===== src/rtl/nod.sv =====
// Nearest-one detector: maps an unsigned operand to the nearest one-hot power of two,
// registered with a single-cycle latency. Ties round up; results past the MSB saturate.
module nod #(
    parameter int unsigned WIDTH = 8
) (
    input  logic             clk,
    input  logic             rst,
    input  logic [WIDTH-1:0] A,
    output logic [WIDTH-1:0] O
);

    logic [WIDTH-1:0] lead;
    logic [WIDTH-1:0] nearest;
    logic             seen;
    logic             round_up;

    // Leading-one detect as a one-hot vector, scanning down from the MSB.
    always_comb begin
        lead = '0;
        seen = 1'b0;
        for (int i = WIDTH - 1; i >= 0; i--) begin
            lead[i] = A[i] & ~seen;
            seen    = seen | A[i];
        end
    end

    // Only the bit directly below the leading one decides rounding.
    assign round_up = |(lead[WIDTH-1:1] & A[WIDTH-2:0]);

    always_comb begin
        nearest = lead;
        if (round_up && !lead[WIDTH-1]) begin
            nearest = lead << 1;
        end
    end

    always_ff @(posedge clk) begin
        if (rst) begin
            O <= '0;
        end else begin
            O <= nearest;
        end
    end

endmodule


===== config.mk =====
export PLATFORM = sky130hd
export DESIGN_NAME = nod
export DESIGN_NICKNAME = d
export VERILOG_FILES = /design/src/rtl/nod.sv
export SDC_FILE = /design/constraint.sdc
export NUM_CORES = 1
export LEC_CHECK = 0
export BUFFER_PORTS_ARGS = -buffer_cell sky130_fd_sc_hd__buf_4
export CAP_MARGIN = 20
export CORE_AREA = 4 4 41 43
export CTS_CLUSTER_SIZE = 20
export DETAILED_ROUTE_END_ITERATION = 12
export DIE_AREA = 0 0 45 47
export PLACE_DENSITY = 0.56
export SLEW_MARGIN = 15
export SYNTH_ARGS = -nofsm -noshare
export SYNTH_HDL_FRONTEND = slang
export SYNTH_SLANG_ARGS = --single-unit

===== constraint.sdc =====
create_clock -name clk -period 2.91 [get_ports clk]
set_input_delay 0.582 -clock clk [delete_from_list [all_inputs] [get_ports clk]]
set_output_delay 0.582 -clock clk [all_outputs]
set_load 0.05 [all_outputs]

Yosys cells after proc, flatten, opt, wreduce, memory -nomap -nowiden
Index checks and enable logic that the tools add are counted. W data, S select, Z words.

Register bits after elaboration: 8. Bits of input ports: 10. Output and inout bits: 8. Logic and storage cells: 28.

Muxes and demuxes: 1. Bitwise operators: 21. Reductions and logical operators: 4.

Operators by type and width (number): $mux W8 (1); $and A1 B1 Y1 (7); $and A7 B7 Y7 (1); $not A1 Y1 (7); $reduce_or A7 Y1 (1); $or A1 B1 Y1 (6); $reduce_or A2 Y1 (1); $logic_and A1 B1 Y1 (1); $logic_not A1 Y1 (1).

Longest topological paths before layout
Depth in word-level cells: 11. Mapped depth: 5. Gate-level depth less buffers: 4.

Worst setup path after synthesis
No wires, ideal clock.

Path kind: in2reg. Start point: input A[5]. End point: register O[2]. Setup time: 0.072 ns. Arrival time: 1.499 ns. Required time: 2.838 ns. Path slack: 1.339 ns. Stages on the path: 5. Buffers on the path: 1. Cells stage by stage: buf_6 -> nor4_4 -> o211ai_2 -> a21oi_4 -> mux2i_1.

Longest elaborated chain between the ends: 10. Elaborated cells on any way between the ends: 17. Those cells by class: mux (1); bitwise (14); reduce/logical (2).

Ends and longest elaborated chain: start: declaration (line 8) `input logic [WIDTH-1:0] A,`; $or A1 B1 Y1 (4 in a row) (line 23) `seen = seen | A[i];`; $not A1 Y1 (line 22) `lead[i] = A[i] & ~seen;`; $and A1 B1 Y1 (line 22); $and A7 B7 Y7 (line 28) `assign round_up = |(lead[WIDTH-1:1] & A[WIDTH-2:0]);`; $reduce_or A7 Y1 (line 28); $logic_and A1 B1 Y1 (line 32) `if (round_up && !lead[WIDTH-1]) begin`; $mux W8 * (line 32); end signal: assignment (line 41) `O <= nearest;`; end: declaration (line 9) `output logic [WIDTH-1:0] O`.

Every way passes the cells marked *; elsewhere a longest branch is shown, timed or not. A chain may end at the register's enable or synchronous reset.

Final worst setup path
Start point: input A[6]. End point: register O[3].

Longest elaborated chain between the ends: 11. Elaborated cells on any way between the ends: 20. Those cells by class: mux (1); bitwise (17); reduce/logical (2).

Ends and longest elaborated chain (line): $or A1 B1 Y1 (5 in a row) (23); $not A1 Y1 (22); $and A1 B1 Y1 (22); $and A7 B7 Y7 (28); $reduce_or A7 Y1 (28); $logic_and A1 B1 Y1 (32); $mux W8 * (32).

Marks and branches as above.

==> flow_summary.yaml <==
status:
  status: "finished, final reports clean"
power:
  power.total_uw: 240
  peakVddDrop_mv: 0.163
  p_per_area_nw_per_um2: 442
  p_leak_nw: 0.234
finish:
  largest_reg_flops: 8
  fillers: 139
  multi_input_area_um2: 215
  seq_area_um2: 160
  layout-drive-gt1-share_pct: 45.6
  largestRegisters: "O x8"
  area_growth_pct: 40.8
  regMostFlops: "O"
  layout.nets: 69
  n_antenna_cell: 0
timing:
  slew_viol_final: 0
  fmax_mhz: 700
  holdWs_ps: 508
  rsz0062_at_grt: "no"
  period_needed_ps: 1430
  setup_viol: 0
  final_hold_viol_count: 0
  period_share_pct: 49.1
  worstMarginPinSlew_ps: 432
  relSlewSlack_pct: 71.1
  setup-tns-final_ps: 0
die:
  die_h_um: 47
  rows: 13
  start_util_pct: 29.7
  fp.dieW_um: 45
  ioPinCount: 18
  die_area_um2: 2120
  core-area_um2: 1300
setup_path:
  crit_arrival_ps: 1610
  slowest_delay_ps: 320
  worstPathMaxFanout: 7
  required_ps: 3090
  start_kind: "primary input"
  critPathKind: "primary input to register"
  worst_path_max_delay_cell: "nor4_4"
  crit_chain: "buf_4 -> nor4_4 -> o211ai_2 -> a21oi_4 -> mux2i_1"
  endpoint_kind: "register"
worst_hold_path:
  hp-class: "primary input to register"
  min_path_cells: 2
  min_from: "rst"
  min_to: "O[7]"
synth:
  synth_most_common_cell: "dfxtp_1"
  synth_cell_types: 18
  synth-seq-cells: 8
  synth-seq-area-share_pct: 41.4
  synth_flop_cell: "dfxtp_1"
  syn-mean-instance-area_um2: 10.2
  synth_top_area_share_pct: 41.4
  syn_area_um2: 387
  syn_nets: 48
  yosys.area.top_type: "dfxtp_1"
  synthTopCellsByArea: "dfxtp_1 41%, mux2i_1 7.8%, mux2_2 5.8%, nor4_4 5.5%, nor2_1 4.9%"
  synth_edf_count: 0
  synthArstFlopShare_pct: 0
  yosys_warnings: 0
  synth_common_cells: "8 x dfxtp_1, 5 x nor2_1, 4 x nand2_1"
  netlist_instances: 38
clocking:
  clockBufferDepth: 2
  cts_setup_buffers: 0
  postCtsHoldBufs: 0
  ctsResizeCount: 0
  cts_root_buf: "clkbuf_4"
  cts.sinks: 8
  htree_num_levels: 1
  cts_tree: "yes"
  path_clk_slew_ps: 50
  cts_made_buffers: 3
detailed_routing:
  drc_errors: 0
  drt-pass1-iter-count: 1
  drt_iter0_drc: 0
  wire_per_inst_um: 10.6
  via_count: 346
  drt_wl_total_um: 766
  postRouteAntennaNets: 0
  via_per_inst: 4.81
job:
  maxCapViolCount: 0
placement:
  routabilityCongestion: 0.728
  io_buffers: 17
global_routing:
  first_global_vias: 283
  grt_usage_pct: 8.47
  antenna_found_initial: 0
  grt_pass1_wl_mm: 1.14
  grt_overflow_total: 0
  grt_max_degree: 10
[stage by stage]
step	instances	utilization, %	area, µm²	setup WS [ps]
2_1_floorplan	38	-	387	1340
3_3_place_gp	69	40.1	522	1230
3_5_place_dp	69	40.1	522	1210
4_1_cts	72	41.8	544	1480
5_1_grt	72	41.8	544	1380
6_report	72	41.8	544	1480
[layer usage]
| metal | wire (µm) | share of wire [%] | vias to the layer above | track usage (%) |
|---|---|---|---|---|
| met5 | 0 | 0 | - | 0 |
| met4 | 42 | 5.5 | 0 | 14.0 |
| met3 | 64 | 8.4 | 4 | 2.30 |
| met2 | 320 | 42 | 14 | 11.0 |
| met1 | 339 | 44 | 153 | 8.68 |
| li1 | - | - | 175 | - |
[where the power goes]
| group | leakage [nW] | internal [mW] | switching (mW) |
|---|---|---|---|
| registers | 0.0650 | 0.112 | 0.000677 |
| clock network | 0.0138 | 0.0470 | 0.0352 |
| logic | 0.156 | 0.0197 | 0.0256 |
[layout by cell type (no fill, tap or decap), types with 2 or more instances in the layout]
master | synthesis | final
dfxtp_1 | 8 | 8
nand2_1 | 4 | 4
nor2b_1 | 2 | 2
nand3_1 | 2 | 2
mux2_2 | 2 | 2
nor3_1 | 2 | 2
buf_4 | 0 | 17
mux2i_1 | 3 | 3
clkbuf_4 | 0 | 3
nor2_1 | 5 | 5
[worst max-delay path, delay by kind of cell]
| kind | cells | cell delay (ps) |
|---|---|---|
| buf+inv | 1 | 140 |
| mux | 1 | 200 |
| simple gates | 1 | 320 |
| compound gates | 2 | 370 |
[how the worst max path moves through the flow]
stage	depth (start not counted)	endpoint	from
finish	5	O[3]	A[6]
floorplan	5	O[2]	A[5]
detailed placement	5	O[3]	A[6]
CTS	5	O[3]	A[6]
global placement	5	O[2]	A[6]
global route	5	O[3]	A[6]
[kinds of logic (layout without fill, tap and decap cells)]
family,Yosys count,after routing,synth area share [%]
AO/OA/AOI/OAI,4,4,11.0
buffers and inverters,1,20,2.91
flip-flops,8,8,41.4
multiplexers,5,5,13.6
AND/OR/NAND/NOR,20,20,31.1
[cell type report]
type | instances | area share [%]
Timing Repair Buffer | 17 | 23.4
Sequential cell | 8 | 29.4
Tap cell | 15 | 3.45
Multi-Input combinational cell | 29 | 39.5
Clock buffer | 3 | 4.14
Power figures use the tool's default switching activity.
